### src/rtl/xgmii_pkg.sv
// Shared XGMII constants and arbiter state encoding, used by the generators,
// the transmit arbiter and the MAC-side checker.
package xgmii_pkg;

  localparam logic [63:0] XGMII_IDLE_D = 64'h0707070707070707;
  localparam logic [7:0]  XGMII_IDLE_C = 8'hff;
  localparam logic [63:0] XGMII_ERR_D  = 64'hfefefefefefefefe;
  localparam logic [7:0]  XGMII_TERM   = 8'hfd;

  typedef enum logic [1:0] {
    ARB_IDLE,
    ARB_XFER,
    ARB_IFG
  } arb_state_e;

  // A zero gap setting still yields one IFG cycle.
  function automatic logic [7:0] gap_len(input logic [7:0] ifg);
    return (ifg == 8'd0) ? 8'd1 : ifg;
  endfunction

endpackage

### src/rtl/rr_pick2.sv
// Combinational two-way round-robin picker.
module rr_pick2 (
  input  logic [1:0] req,
  input  logic       last_owner,
  output logic       valid,
  output logic       winner
);

  assign valid  = |req;
  // On a tie the port that did not send last wins.
  assign winner = (&req) ? ~last_owner : req[1];

endmodule

### src/rtl/xgmii_tx_arb.sv
// Frame-granular two-port XGMII transmit arbiter with inter-frame gap,
// runaway-frame watchdog and per-port completed-frame counters.
module xgmii_tx_arb
  import xgmii_pkg::*;
#(
  parameter int unsigned MAX_WORDS = 200
) (
  input  logic        sys_clk,
  input  logic        sys_rst,
  input  logic [7:0]  ifg,
  input  logic        req0,
  input  logic        req1,
  output logic        gnt0,
  output logic        gnt1,
  input  logic [63:0] d0,
  input  logic [63:0] d1,
  input  logic [7:0]  c0,
  input  logic [7:0]  c1,
  input  logic        last0,
  input  logic        last1,
  output logic [63:0] xgmii_txd,
  output logic [7:0]  xgmii_txc,
  output logic        abort,
  output logic [31:0] tx_frames0,
  output logic [31:0] tx_frames1
);

  localparam int unsigned WcntW = (MAX_WORDS > 2) ? $clog2(MAX_WORDS) : 1;
  localparam logic [WcntW-1:0] WcntLast = WcntW'(MAX_WORDS - 1);

  arb_state_e       state_q;
  logic             owner_q;
  logic             last_owner_q;
  logic [WcntW-1:0] wcnt_q;
  logic [7:0]       gcnt_q;

  logic        pick_valid;
  logic        pick_winner;
  logic [63:0] own_d;
  logic [7:0]  own_c;
  logic        own_last;

  rr_pick2 u_pick (
    .req       ({req1, req0}),
    .last_owner(last_owner_q),
    .valid     (pick_valid),
    .winner    (pick_winner)
  );

  assign own_d    = owner_q ? d1 : d0;
  assign own_c    = owner_q ? c1 : c0;
  assign own_last = owner_q ? last1 : last0;

  always_ff @(posedge sys_clk or posedge sys_rst) begin
    if (sys_rst) begin
      state_q      <= ARB_IDLE;
      owner_q      <= 1'b0;
      last_owner_q <= 1'b1;
      wcnt_q       <= '0;
      gcnt_q       <= '0;
      gnt0         <= 1'b0;
      gnt1         <= 1'b0;
      xgmii_txd    <= XGMII_IDLE_D;
      xgmii_txc    <= XGMII_IDLE_C;
      abort        <= 1'b0;
      tx_frames0   <= '0;
      tx_frames1   <= '0;
    end else begin
      abort <= 1'b0;
      unique case (state_q)
        ARB_IDLE: begin
          xgmii_txd <= XGMII_IDLE_D;
          xgmii_txc <= XGMII_IDLE_C;
          if (pick_valid) begin
            gnt0         <= ~pick_winner;
            gnt1         <= pick_winner;
            owner_q      <= pick_winner;
            last_owner_q <= pick_winner;
            wcnt_q       <= '0;
            state_q      <= ARB_XFER;
          end
        end
        ARB_XFER: begin
          xgmii_txd <= own_d;
          xgmii_txc <= own_c;
          wcnt_q    <= wcnt_q + WcntW'(1);
          // A terminate on the final legal word takes priority over the watchdog.
          if (own_last) begin
            gnt0    <= 1'b0;
            gnt1    <= 1'b0;
            gcnt_q  <= gap_len(ifg);
            state_q <= ARB_IFG;
            if (owner_q) tx_frames1 <= tx_frames1 + 32'd1;
            else         tx_frames0 <= tx_frames0 + 32'd1;
          end else if (wcnt_q == WcntLast) begin
            xgmii_txd <= XGMII_ERR_D;
            xgmii_txc <= XGMII_IDLE_C;
            gnt0      <= 1'b0;
            gnt1      <= 1'b0;
            abort     <= 1'b1;
            gcnt_q    <= gap_len(ifg);
            state_q   <= ARB_IFG;
          end
        end
        ARB_IFG: begin
          xgmii_txd <= XGMII_IDLE_D;
          xgmii_txc <= XGMII_IDLE_C;
          gcnt_q    <= gcnt_q - 8'd1;
          if (gcnt_q == 8'd1) state_q <= ARB_IDLE;
        end
        default: state_q <= ARB_IDLE;
      endcase
    end
  end

endmodule
### config.mk
export PLATFORM = sky130hd
export DESIGN_NAME = xgmii_tx_arb
export DESIGN_NICKNAME = d
export VERILOG_FILES = /design/src/rtl/xgmii_pkg.sv /design/src/rtl/rr_pick2.sv /design/src/rtl/xgmii_tx_arb.sv
export SDC_FILE = /design/constraint.sdc
export NUM_CORES = 1
export LEC_CHECK = 0
export ABC_AREA = 1
export BUFFER_PORTS_ARGS = -buffer_cell sky130_fd_sc_hd__buf_2
export CAP_MARGIN = 30
export CORE_MARGIN = 1.5
export CORE_UTILIZATION = 37
export CTS_CLUSTER_DIAMETER = 150
export DETAILED_ROUTE_END_ITERATION = 8
export GPL_TIMING_DRIVEN = 0
export PLACE_DENSITY = 0.68
export SLEW_MARGIN = 20
export SYNTH_ARGS = -nofsm -noshare
export SYNTH_HDL_FRONTEND = slang
export SYNTH_SLANG_ARGS = --single-unit
### constraint.sdc
create_clock -name sys_clk -period 6.8 [get_ports sys_clk]
set_clock_uncertainty 0.1 [all_clocks]
set_input_delay 1.36 -clock sys_clk [delete_from_list [all_inputs] [get_ports sys_clk]]
set_output_delay 1.36 -clock sys_clk [all_outputs]
set_load 0.1 [all_outputs]
==> results.md, run 1 <==
Detailed routing:
- In the routed layout, each cell is associated on average with a via count of 4.93.
- The post-route DRC violation count is 0.
- The first-pass iteration count of the detailed router is 5.
- The average detailed-routed wire length per instance is 15.1 um.
- Summing over every cut layer, the via total after detailed routing is 8713.
- The count of routing violations after the opening detailed-route iteration is 634.
- In this run the remaining antenna-violating nets after routing total 0.
- After detailed routing, the total wire length is 26800 um.

Synthesis:
- The synthesis warning total is 0.
- Yosys mapped the design onto 34 distinct sky130hd cell types.
- After Yosys synthesis, XOR and XNOR cells account for 3.38% of the synthesized area.
- After Yosys synthesis, full adders, half adders and majority gates account for 0.732% of the synthesized area.
- The post-synthesis instance area is 0.00854 mm^2.
- Sequential elements use 47.1% of the synthesized area.
- After Yosys synthesis, and, or, nand and nor cells account for 31.7% of the synthesized area.
- The count of mapped cells out of synthesis is 1148.
- The synthesized design contains 159 register bits.
- A synthesized cell averages 7.44 um^2.
- Counting every net in the synthesized netlist gives 1311.
- The synthesized netlist devotes 10.0% of its cell area to compound gates.
- Multiplexer cells account for 0% of the synthesized area.
- The combinational family with the most area after synthesis is simple AND/OR/NAND/NOR gates.

CTS:
- The number of CTS-inserted buffers is 17.
- The number of gates resized after CTS was 0.
- Clock-pin slew was measured on the worst setup and hold paths at 70 ps.
- In this run the clock root is driven by a sky130_fd_sc_hd__clkbuf_16.
- The H-tree generated during clock tree synthesis spans 4 levels.
- The hold buffer count at CTS is 0.
- The tree built by TritonCTS fans out to 159 sinks.
- The clock network latency to the later pin of the worst-skew pair is 430 ps.
- Once the clock tree was built, the setup fixing pass inserted 0 buffers.
- The TritonCTS clock tree is built.
- The clock passes through at most 2 buffers.

Worst setup path:
- The setup slack of the most critical reg-to-reg path is 4840 ps.
- The highest cell delay on the worst timing path is 550 ps.
- The worst setup path is launched from a flop.
- The reg-to-reg endpoint is tx_frames1[22].
- The arrival time of data at the critical path endpoint is 1430 ps.
- Grouping stages by cell kind, the critical path spends the most delay in flip-flops.
- The destination of the critical timing path is xgmii_txd[56].
- In this run the number of cells on the critical path is 1.
- The required time of the critical path is 5340 ps.
- In this run the worst path has a maximum fanout of 2.
- Counting cells, the worst reg-to-reg path comes to 10.
- In this run the worst setup path begins at xgmii_txd[56].
- The critical path start-end classification is reg2out.
- The largest individual stage delay along the critical path comes from the cell sky130_fd_sc_hd__dfstp_2.
- Traced cell by cell, the critical path runs through buf_2.
- The startpoint identified for the worst register-to-register timing path is tx_frames1[0].
- The critical path endpoint category is an output port.
- Counting both buffers and inverters, the worst setup path holds a total of 1.

Finish:
- The top cell types in the final layout, fill and taps aside, are sky130_fd_sc_hd__nand2_1 (420), sky130_fd_sc_hd__buf_2 (309), sky130_fd_sc_hd__nor2_1 (142).
- The library cell used most frequently in the layout, excluding fill and tap cells, is sky130_fd_sc_hd__nand2_1.
- The area growth from synthesis to layout is 28.5%.
- The ratio of cells with drive above 1 in the final layout is 27.4%.
- The final non-filler cell area is 0.0110 mm^2.
- The net count of the finished layout is 1627.
- At the end of the flow the core is filled with cells to 48.5%.

STA:
- Setup violations remaining at the end of the flow were counted as 0.
- Setup repair after global routing left no endpoint under its margin.
- The final-report max-slew violation count came to 0.
- In this run the tightest slew margin relative to its limit is 57.1%.
- Final hold analysis gives a worst-case slack of 374 ps.
- The final hold violation count came to 0.
- The post-layout minimum cycle time is 2890 ps.
- The transition time at the pin with the least slew margin is 642 ps.
- The setup TNS after final layout is 0 ps.
- The post-route clock period utilization is 42.5%.
- For this run, the top clock speed supported by timing is 346 MHz.

GRT:
- The pin count of the biggest net entering global routing is 95.
- Global routing used 31.7% of the available met1 tracks.
- The number of antenna violations at the first check in global routing came to 5.
- The met3 usage in global routing is 3.34%.
- The met2 global-route usage is 35.7%.
- met2 is the most crowded layer.
- The global-route wire length before repair is 43200 um.
- Global routing finished with a remaining overflow of 0.
- Global routing used 22.8% of the available tracks across all layers.
- The number of global-route vias before repair is 8207.

Floorplan:
- After floorplanning, the core was sized to cover 0.0226 mm^2.
- In this run the count of I/O pins placed on the die edge is 297.
- The die footprint is 0.0240 mm^2.
- The horizontal extent of the die is 155 um.
- The chip height is 155 um.
- The initial core utilization is 37.7%.
- After floorplanning, the core was divided into 55 placement rows.

Power and ir drop:
- The share of total power dissipated in sequential elements is 31.8%.
- In this run the static leakage power is 5.51 nW.
- Of the total power, the share spent switching nets is 49.1%.
- The design internal power is 0.00195 W.
- Summed over all nets, the switching power comes to 0.00188 W.
- After layout, the design draws a total of 0.00384 W.
- The clock power share is 24.0%.
- The combinational cell fraction of total power is 44.2%.
- The power density relative to cell area is 350 mW/mm^2.
- IR analysis of the VDD net gives a maximum drop of 0.222 mV.

Placement:
- The congestion estimate from routability-driven global placement came to 1.04.
- The count of input and output buffers is 296.
- The cell area after placement is 0.0104 mm^2.
- The HPWL after detailed placement is 20500 um.

Hold path:
- The type of the most critical hold path is reg2reg.
- The hold path startpoint is last_owner_q.

Outcome:
- The flow ran to the end, and the final reports show no timing, DRC or antenna violations.

Job:
- The count of max-cap constraint violations is 0.
==> stage by stage <==
stage	setup slack (ps)	std cells
after detailed placement	4030	1730
after global placement	-1000	1729
final	3910	1767
after global routing	3870	1767
after floorplan	1100	1148
after CTS	3890	1762
==> worst min-delay path by stage <==
stage | endpoint | slack [ps] | cells past startpoint
after floorplan | last_owner_q | 340 | 2
after global routing | last_owner_q | 390 | 2
after global placement | last_owner_q | 350 | 2
after detailed placement | last_owner_q | 370 | 2
final | last_owner_q | 370 | 2
after CTS | last_owner_q | 380 | 2
==> Yosys cell counts (all sizes together) <==
library cell  number  share of area, %
o21a               1             0.088
and3               1             0.073
a31oi              1             0.073
nand3             58               3.5
dfstp             33                10
o22ai             26               1.9
o31ai              1             0.088
clkbuf            21              0.92
a22o               1              0.10
inv              113               5.0
a21oi              6              0.35
dfrtp            126                37
nand2            422                19
nor2             154               7.5
buf               19               1.2
nand3b             7              0.62
nand4              9              0.66
xnor2             15               1.5
xor2              18               1.8
nor3               8              0.59
or2                1             0.073
o211ai            47               4.1
o21ai             55               3.3
ha                 5              0.73
==> routing by layer <==
| layer | wire length [um] | share of wire (%) | up-vias |
|---|---|---|---|
| met2 | 12400 | 46 | 281 |
| li1 | - | - | 4299 |
| met4 | 643 | 2.4 | 0 |
| met1 | 12400 | 46 | 4089 |
| met5 | 0 | 0 | - |
| met3 | 1290 | 4.8 | 44 |
==> power by group through the flow <==
| stage | Sequential [W] | Clock [W] | Combinational, W |
|---|---|---|---|
| 2_1_floorplan | 0.00192 | 0 | 0.000626 |
| 3_3_place_gp | 0.00124 | 0 | 0.00168 |
| 3_5_place_dp | 0.00123 | 0 | 0.00170 |
| 4_1_cts | 0.00122 | 0.000943 | 0.00170 |
| 5_1_grt | 0.00124 | 0.000992 | 0.00184 |
| 6_report | 0.00122 | 0.000919 | 0.00170 |
==> cell type report <==
type                            count  area (um^2)
Buffer                             40          185
Multi-Input combinational cell    836         3910
Timing Repair Buffer              297         1510
Clock inverter                     14          120
Fill cell                        2310        11700
Tap cell                          285          357
Inverter                          113          432
Sequential cell                   159         4020
Antenna cell                        5         12.5
Clock buffer                       18          429
==> sequential cells by signal (all words and copies together) (netlist names) <==
| register | cells |
|---|---|
| wcnt_q | 8 |
| state_q | 2 |
| xgmii_txd | 64 |
| gnt1 | 1 |
| gcnt_q | 8 |
| owner_q | 1 |
| gnt0 | 1 |
| last_owner_q | 1 |
| tx_frames1 | 32 |
| abort | 1 |
| tx_frames0 | 32 |
| xgmii_txc | 8 |
==> cells by family (layout without fill, tap and decap cells) <==
logic type,after synthesis,in the layout
other cells,0,5
buf+inv,153,482
compound gates,138,138
fa+ha+maj,5,5
simple gates,660,660
flops,159,159
xor+xnor,33,33
(Power assumes the default switching activity.)
==> inputs of run 2 (changes only) <==
- PLACE_DENSITY: 0.68 -> 0.7
- clock period: 6.8 -> 2.45 ns (I/O delays scaled with it)
==> run 2 against run 1 <==
Net effect:
- sequential power increased to 2.8 times the previous value
- hold slack got worse by 180 ps
- critical endpoint is now xgmii_txd[0]
- die area unchanged
==> results.md, run 2 (synthesized netlist as in run 1, its figures left out) <==
Worst setup path:
- The highest cell delay on the worst timing path is 560 ps (about the same).
- The worst setup path is of the reg2out kind.
- On the critical path, the stage with the largest delay is an instance of sky130_fd_sc_hd__dfstp_2.
- In this run the critical register-to-register path is launched from owner_q.
- The worst register-to-register path ends at xgmii_txd[60].
- The cell depth of the worst flop-to-flop path is 9 (-1).
- The most critical setup path has its startpoint at xgmii_txd[0].
- In this run the worst setup path terminates at xgmii_txd[0].
- The category of cells accounting for the largest share of critical-path delay is flip-flops.
- STA classifies the critical path startpoint as a flop.
- The largest driver fanout on the critical path is 2 (unchanged).
- The setup slack of the most critical reg-to-reg path was 430 ps (-4410 ps).
- The required time of the critical path is 1860 ps (-3480 ps).
- The signal on the critical path passes through buf_2.
- The number of stages on the worst setup path is 1 (unchanged).
- The arrival time of data at the critical path endpoint is 1440 ps (about the same).
- STA classifies the critical path endpoint as an output port.
- The number of buffers and inverters on the critical path is 1 (unchanged).

Power and ir drop:
- The maximum resistive drop on vdd is 0.428 mV (+93%).
- The switching component of the power came to 0.00521 W (+180%).
- The power density relative to cell area was 967 mW/mm^2 (+180%).
- The total power consumption of the routed design came to 0.0108 W (+180%).
- The share of total power consumed by net switching is 48.4% (-0.66 points).
- The sequential share of power is 31.6% (-0.2 points).
- The combinational cell fraction of total power is 43.9% (-0.3 points).
- The clock power share came to 24.5% (+0.5 points).
- The design internal power came to 0.00554 W (+180%).
- The static leakage is 5.56 nW (+0.76%).

Detailed routing:
- The first-pass iteration count of the detailed router is 6 (+1).
- The post-route DRC violation count is 0 (unchanged).
- The total via count in the routed design is 8762 (+0.56%).
- The overall routed net length is 26900 um (+0.61%).
- The average vias per placed instance came to 4.95 (+0.34%).
- The count of routing violations after the opening detailed-route iteration is 554 (-13%).
- The remaining number of nets flagged by the antenna check after routing came to 0 (unchanged).
- The average detailed-routed wire length per instance is 15.2 um (+0.39%).

GRT:
- The met3 usage in global routing is 3.90% (+0.56 points).
- The met2 global-route usage is 36.2% (+0.43 points).
- The global-route usage over all layers was 22.8% (about the same).
- The global-route congestion overflow total is 0 (unchanged).
- The pin count of the biggest net entering global routing is 34 (-64%).
- The number of global-route vias before repair is 8309 (+1.2%).
- The met1 layer usage reported by global route came to 31.1% (-0.62 points).
- The global-route wire length before repair is 43400 um (+0.54%).
- The number of antenna violations at the first check in global routing is 3 (-2).
- The layer carrying the most global-route usage is met2.

Finish:
- The largest registers in the layout are xgmii_txd (64), tx_frames0 (32), tx_frames1 (32).
- The number of flip-flops under the largest register name is 64 (unchanged).
- The total of fill cells in the finished design is 2231 (-3.4%).
- More flip-flops sit in one register than any other, and that register is xgmii_txd.
- The storage element area is 0.00402 mm^2 (unchanged).
- The total area of multi-input combinational cells was 0.00391 mm^2 (unchanged).
- The net total in the final layout is 1633 (+0.37%).
- The signed area change from the synthesized netlist to the final layout is 30.1%.
- The ratio of cells with drive above 1 in the final layout is 27.7% (+0.29 points).
- Leaving out fill and tap cells, the most frequent cell in the layout is sky130_fd_sc_hd__nand2_1.
- In the layout the commonest cells are sky130_fd_sc_hd__nand2_1 (420), sky130_fd_sc_hd__buf_2 (309), sky130_fd_sc_hd__nor2_1 (142).

STA:
- The worst slew slack as a fraction of its limit was 59.6% (+2.6 points).
- The final setup violation count is 0 (unchanged).
- The post-layout minimum cycle time is 2030 ps.
- The final critical path takes up 82.8% of the cycle.
- The final hold violation count was 0 (unchanged).
- Setup repair after global routing left no endpoint under its margin.
- The transition time at the pin with the least slew margin is 603 ps (-38.6 ps).
- The minimum hold slack is 196 ps (-178 ps).
- The final-report max-slew violation count is 0 (unchanged).
- The smallest setup slack after layout came to 422 ps (-3490 ps).
- The setup TNS after final layout is 0 ps (unchanged).
- The maximum operating frequency is 493 MHz.

CTS:
- The clock network latency to the later pin of the worst-skew pair came to 430 ps (about the same).
- The number of CTS-inserted buffers is 17 (unchanged).
- The clock slew seen by the registers of the worst setup and hold paths came to 70 ps (about the same).
- TritonCTS built the clock tree.
- The post-CTS setup buffer count is 0 (unchanged).
- The H-tree depth was 4 (unchanged).
- The CTS root buffer is sky130_fd_sc_hd__clkbuf_16.
- The number of buffers between clock root and the deepest sink is 2 (unchanged).
- The number of sinks on the clock net is 159 (unchanged).

Placement:
- The count of input and output buffers was 296 (unchanged).
- The HPWL after detailed placement is 20900 um (+2.1%).
- The minimum setup slack after placement is 475 ps (-3550 ps).
- The weighted congestion at the end of routability-driven global placement came to 0.945 (-8.9%).

Hold path:
- The type of the most critical hold path is in2reg.
- The number of cells on the worst hold path is 3 (+1).

Floorplan:
- The chip height is 155 um (unchanged).
- The core area was 0.0226 mm^2 (unchanged).
- The cell row count is 55 (unchanged).
- The die footprint is 0.0240 mm^2 (unchanged).
- The horizontal extent of the die is 155 um (unchanged).
- The initial core utilization came to 37.7% (unchanged).
- The I/O pin count is 297 (unchanged).

Outcome:
- The flow ran to the end, and the final reports show no timing, DRC or antenna violations.

Job:
- The count of max-cap constraint violations was 0 (unchanged).
-- run 2: cell count changes in the layout (fill, tap and decap cells not counted), moves of 2 or more --
cell,previous run,this run
sky130_fd_sc_hd__inv_4,4,0
sky130_fd_sc_hd__clkinv_2,0,2
sky130_fd_sc_hd__clkinvlp_4,0,6
sky130_fd_sc_hd__inv_8,4,1
sky130_fd_sc_hd__buf_12,0,3
sky130_fd_sc_hd__diode_2,5,3
sky130_fd_sc_hd__buf_16,1,3
-- run 2: how the worst min path moves through the flow --
stage	from	endpoint	slack, ps
after floorplan	last_owner_q	last_owner_q	340
after global placement	last_owner_q	last_owner_q	350
after detailed placement	last_owner_q	last_owner_q	370
after CTS	ifg[5]	gcnt_q[5]	190
after global routing	ifg[7]	gcnt_q[7]	210
final	ifg[5]	gcnt_q[5]	200
-- run 2: timing repair --
item	in CTS	in global routing
setup endpoints to repair	0	0
gates resized for setup	0	0
hold endpoints to repair	15	0
hold buffers	1	0
-- run 2: per-layer routing --
| layer | vias up | part of all wire, % |
|---|---|---|
| met5 | - | 0 |
| met4 | 0 | 2.3 |
| met3 | 48 | 5.0 |
| met2 | 278 | 47 |
| met1 | 4134 | 46 |
| li1 | 4302 | - |
-- run 2: per-stage QoR --
stage	instances	area, um^2	util [%]
2_1_floorplan	1148	8550	-
3_3_place_gp	1729	10400	45.9
3_5_place_dp	1735	10500	46.5
4_1_cts	1768	11100	49.1
5_1_grt	1771	11100	49.1
6_report	1771	11100	49.1
-- run 2: area by class of cell --
| cell class | count | share of cell area [%] |
|---|---|---|
| buffer | 40 | 1.67 |
| inverter | 113 | 3.85 |
| multi-input combinational | 836 | 35.2 |
| tap | 285 | 3.21 |
| antenna | 3 | 0.0675 |
| clock buffer | 18 | 3.95 |
| sequential | 159 | 36.2 |
| clock inverter | 14 | 1.19 |
| timing repair buffer | 303 | 14.7 |
-- run 2: power groups by stage --
stage	Clock (W)	Combinational, W	Sequential, W
after CTS	0.00268	0.00473	0.00339
final	0.00264	0.00472	0.00340
after floorplan	0	0.00174	0.00532
after global placement	0	0.00465	0.00343
after detailed placement	0	0.00472	0.00343
after global routing	0.00279	0.00509	0.00345
-- run 2: tightest hold or removal path: stages --
cell and delay, ps:
sky130_fd_sc_hd__buf_2 90, sky130_fd_sc_hd__nand2_1 50, sky130_fd_sc_hd__nand3_1 70
==> inputs of run 3 (changes only) <==
- ABC_AREA: 1 -> 0
- PLACE_DENSITY: 0.7 -> 0.72
- clock period: 2.45 -> 1.8 ns (I/O delays scaled with it)
==> run 3 against run 2 <==
Net effect:
- the flow now finishes with violations (setup timing)
- sequential power is 58% higher
- global-route usage fell by 1.9 points
- count of clock-buffer cells in the layout down 1
- clock power grew 32%
- synthesized cell count fell by 38%
- sequential cell count unchanged
- register-to-register slack got worse by 450 ps
- critical path depth increased by 2
- highest routed layer is now met5
==> results.md, run 3 <==
Outcome:
- The run finished, with violations left.
- The final reports fail on setup timing.

Floorplan:
- The core area was 0.0202 mm^2 (-11%).
- The cell row count was 52 (-5.5%).
- The chip height was 146 um (-5.8%).
- The I/O pin count is 297 (unchanged).
- The die footprint is 0.0213 mm^2 (-11%).
- The initial core utilization came to 37.5% (-0.21 points).
- The horizontal extent of the die is 146 um (-5.8%).

Worst setup path:
- The number of stages on the worst setup path is 3 (+2).
- The critical path start-end classification is reg2reg.
- The setup slack of the most critical reg-to-reg path is -20 ps (-450 ps).
- The signal on the critical path passes through nand2b_2 -> or4_4 -> a311o_1.
- The critical path endpoint category is a flop.
- The startpoint of the most critical setup path is state_q[0].
- The worst setup path is launched from a flop.
- The arrival time of data at the critical path endpoint is 2020 ps (+580 ps).
- The endpoint identified for the worst register-to-register timing path is gcnt_q[5].
- The largest driver fanout on the critical path is 6 (+4).
- The required time of the critical path came to 1990 ps (+130 ps).
- The startpoint of the lowest-slack register-to-register path is state_q[0].
- The number of buffers and inverters on the critical path is 0 (-1).
- The slowest stage of the critical path belongs to the cell sky130_fd_sc_hd__or4_4.
- The destination of the critical timing path is gcnt_q[5].
- The category of cells accounting for the largest share of critical-path delay is simple AND/OR/NAND/NOR gates.
- The highest cell delay on the worst timing path is 520 ps (-40 ps).
- The cell depth of the worst flop-to-flop path came to 3 (-6).

Synthesis:
- The average size of a mapped cell is 10.6 um^2 (+43%).
- The count of mapped cells out of synthesis is 711 (-38%).
- The number of unique standard cell types used by synthesis came to 47 (+38%).
- The post-synthesis share of cell area spent on full adders, half adders and majority gates is 0.827% (+0.094 points).
- The area fraction in compound gates after synthesis is 11.1% (+1.1 points).
- The fraction of synthesized cell area in xor and xnor cells is 7.52% (+4.1 points).
- The fraction of synthesized area in multiplexers is 9.80% (+9.8 points).
- The post-synthesis instance area is 0.00757 mm^2 (-11%).
- The biggest area contributor in the post-synthesis netlist is sky130_fd_sc_hd__dfrtp_1.
- The fraction of the yosys area taken by sequential cells was 53.1% (+6.1 points).
- Yosys attributes the largest share of cell area to sky130_fd_sc_hd__dfrtp_1 (42%), sky130_fd_sc_hd__dfstp_2 (11%), sky130_fd_sc_hd__mux2i_1 (9.7%).
- By count the netlist is led by sky130_fd_sc_hd__dfrtp_1 (126), sky130_fd_sc_hd__mux2i_1 (73), sky130_fd_sc_hd__a21oi_1 (70).
- The synthesis warning total came to 0 (unchanged).
- The number of flip-flops and latches in the synthesized netlist is 159 (unchanged).
- The combinational family with the most area after synthesis is simple AND/OR/NAND/NOR gates.
- The most frequent cell after synthesis is sky130_fd_sc_hd__dfrtp_1.
- The basic-gate share of the synthesized area counting and, or, nand and nor cells is 15.1% (-17 points).
- The count of flip-flops with a built-in enable after synthesis was 0 (unchanged).
- The top-area cell type share of the netlist area was 41.7% (+4.8 points).
- The total nets after synthesis came to 874 (-33%).
- The share of flip-flops with an asynchronous set or reset after synthesis is 100% (unchanged).
- The most used flip-flop cell after synthesis is sky130_fd_sc_hd__dfrtp_1.

Placement:
- The weighted congestion at the end of routability-driven global placement is 0.852 (-9.8%).
- The HPWL after detailed placement is 16500 um (-21%).
- The count of input and output buffers is 296 (unchanged).
- The number of placed instances, taps included is 1282 (-26%).

GRT:
- The number of global-route vias before repair is 6616 (-20%).
- The number of antenna violations at the first check in global routing is 4 (+1).
- The global-route usage over all layers is 20.8% (-1.9 points).
- The pin count of the biggest net entering global routing came to 35 (+2.9%).
- The global-route congestion overflow total came to 0 (unchanged).
- The global-route wire length before repair is 34900 um (-20%).

Finish:
- From synthesis to final layout, the design area changed by 44.0%.
- The largest register by flop count is xgmii_txd.
- The largest registers in the layout are xgmii_txd (64), tx_frames0 (32), tx_frames1 (32).
- The library cells used most frequently in the layout, excluding fill and tap cells, are sky130_fd_sc_hd__buf_2 (249), sky130_fd_sc_hd__dfrtp_1 (121), sky130_fd_sc_hd__mux2i_1 (72).
- The number of flip-flops under the largest register name was 64 (unchanged).
- The final standard cell count with taps included and fillers excluded is 1354 (-24%).
- The number of diodes added for antenna fixing was 0 (-3).
- Leaving out fill and tap cells, the most frequent cell in the layout is sky130_fd_sc_hd__buf_2.
- The ratio of cells with drive above 1 in the final layout was 45.6% (+18 points).
- The net total in the final layout is 1234 (-24%).

STA:
- The smallest setup slack after layout is -24.3 ps (-446 ps).
- The post-route clock period utilization is 101%.
- The minimum hold slack was 100 ps (-96.0 ps).
- The post-layout minimum cycle time is 1820 ps.
- The final setup violation count is 2 (+2).
- The final hold violation count is 0 (unchanged).
- The setup TNS after final layout is -35.4 ps (-35.4 ps).
- The final-report max-slew violation count was 0 (unchanged).
- The maximum operating frequency is 548 MHz.
- The transition time at the pin with the least slew margin is 809 ps (+206 ps).
- The worst slew slack as a fraction of its limit was 46.1% (-14 points).
- Setup repair after global routing could not meet its margin everywhere.

Hold path:
- The tightest min-delay check is of the in2reg type.

CTS:
- The number of CTS-inserted buffers came to 17 (unchanged).
- The number of sinks on the clock net came to 159 (unchanged).
- The clock network latency to the later pin of the worst-skew pair is 420 ps (about the same).
- The clock slew seen by the registers of the worst setup and hold paths is 70 ps (about the same).
- The tree is rooted in a sky130_fd_sc_hd__clkbuf_16.
- The TritonCTS clock tree is built.
- The number of buffers between clock root and the deepest sink is 2 (unchanged).
- The H-tree depth is 4 (unchanged).

Power and ir drop:
- The static leakage is 5.29 nW (-4.7%).
- The power density relative to cell area is 1890 mW/mm^2 (+95%).
- The maximum resistive drop on vdd is 1.65 mV (+290%).

Detailed routing:
- The average detailed-routed wire length per instance was 16.7 um (+10%).
- The first-pass iteration count of the detailed router is 6 (unchanged).
- The average vias per placed instance was 5.11 (+3.2%).
- The overall routed net length is 22600 um (-16%).
- The post-route DRC violation count was 0 (unchanged).
- The total via count in the routed design is 6913 (-21%).
- The count of routing violations after the opening detailed-route iteration is 393 (-29%).
- The remaining number of nets flagged by the antenna check after routing is 0 (unchanged).

Job:
- The count of max-cap constraint violations was 0 (unchanged).
==> run 3: cell count changes after synthesis, sizes merged, moves of 13 or more <==
| cell | before | now |
|---|---|---|
| mux2i | 0 | 73 |
| a21oi | 6 | 70 |
| xor2 | 18 | 5 |
| o211ai | 47 | 9 |
| nand3 | 58 | 24 |
| xnor2 | 15 | 60 |
| nor2 | 154 | 41 |
| o22ai | 26 | 1 |
| nand2 | 422 | 49 |
| nand4 | 9 | 37 |
| inv | 113 | 10 |
| and3 | 1 | 14 |
==> run 3: repair_timing <==
| action | CTS | global route |
|---|---|---|
| setup endpoints to repair | 171 | 149 |
| hold buffers | 1 | 0 |
| endpoints found under the hold margin | 28 | 0 |
| pin swaps | 10 | 17 |
| buffers inserted | 16 | 20 |
| cloned | 1 | 3 |
| resized for setup | 83 | 89 |
==> run 3: worst register-to-register path, cell delays in order (launching register included) <==
cell	delay, ps
sky130_fd_sc_hd__dfrtp_2	470
sky130_fd_sc_hd__nand2b_2	240
sky130_fd_sc_hd__or4_4	520
sky130_fd_sc_hd__a311o_1	370
==> run 3: report_power, final <==
group | switching (W) | internal (W)
logic | 0.00884 | 0.00288
registers | 0.000630 | 0.00475
clock network | 0.00164 | 0.00184
total | 0.0111 | 0.00947
==> run 3: through the flow <==
step | worst slack, ps | total power (W) | utilization, % | cell area, um^2
floorplan | -689 | 0.0139 | - | 7580
global placement | -1710 | 0.0158 | 46.6 | 9400
detailed placement | -570 | 0.0160 | 47.1 | 9500
CTS | -56.1 | 0.0201 | 51.8 | 10500
global route | -103 | 0.0215 | 54.0 | 10900
finish | -24.3 | 0.0206 | 54.0 | 10900
==> run 3: worst min-delay path by stage <==
stage	start	end	slack, ps	cells past startpoint
2_1_floorplan	last_owner_q	last_owner_q	360	2
3_3_place_gp	tx_frames0[31]	tx_frames0[31]	360	1
3_5_place_dp	tx_frames0[31]	tx_frames0[31]	360	1
4_1_cts	ifg[3]	gcnt_q[3]	80	3
5_1_grt	ifg[3]	gcnt_q[3]	100	3
6_report	ifg[3]	gcnt_q[3]	100	3
==> run 3: kinds of logic after synthesis <==
family / count (synthesis)
and+or+nand+nor: 208
DFF: 159
AOI/OAI and AO/OA: 154
muxes: 74
xor gates and xnor gates: 65
buffers and inverters: 46
adders and majority gates: 5
==> run 3: layer usage <==
| layer | wire length [um] | part of all wire, % | vias up | global-route usage (%) |
|---|---|---|---|---|
| met2 | 11400 | 51 | 252 | 35.4 |
| met3 | 1270 | 5.6 | 29 | 4.09 |
| li1 | - | - | 3277 | - |
| met4 | 414 | 1.8 | 6 | 6.77 |
| met1 | 9470 | 42 | 3349 | 26.7 |
| met5 | 37 | 0.16 | - | 0 |
==> run 3: layout make-up <==
class | count | area [um^2]
Clock inverter | 15 | 139
Inverter | 10 | 45.0
Timing Repair Buffer | 341 | 2080
Clock buffer | 17 | 425
Multi-Input combinational cell | 506 | 3610
Buffer | 35 | 230
Fill cell | 1792 | 9280
Sequential cell | 159 | 4030
Tap cell | 270 | 338
Timing Repair inverter | 1 | 5.00
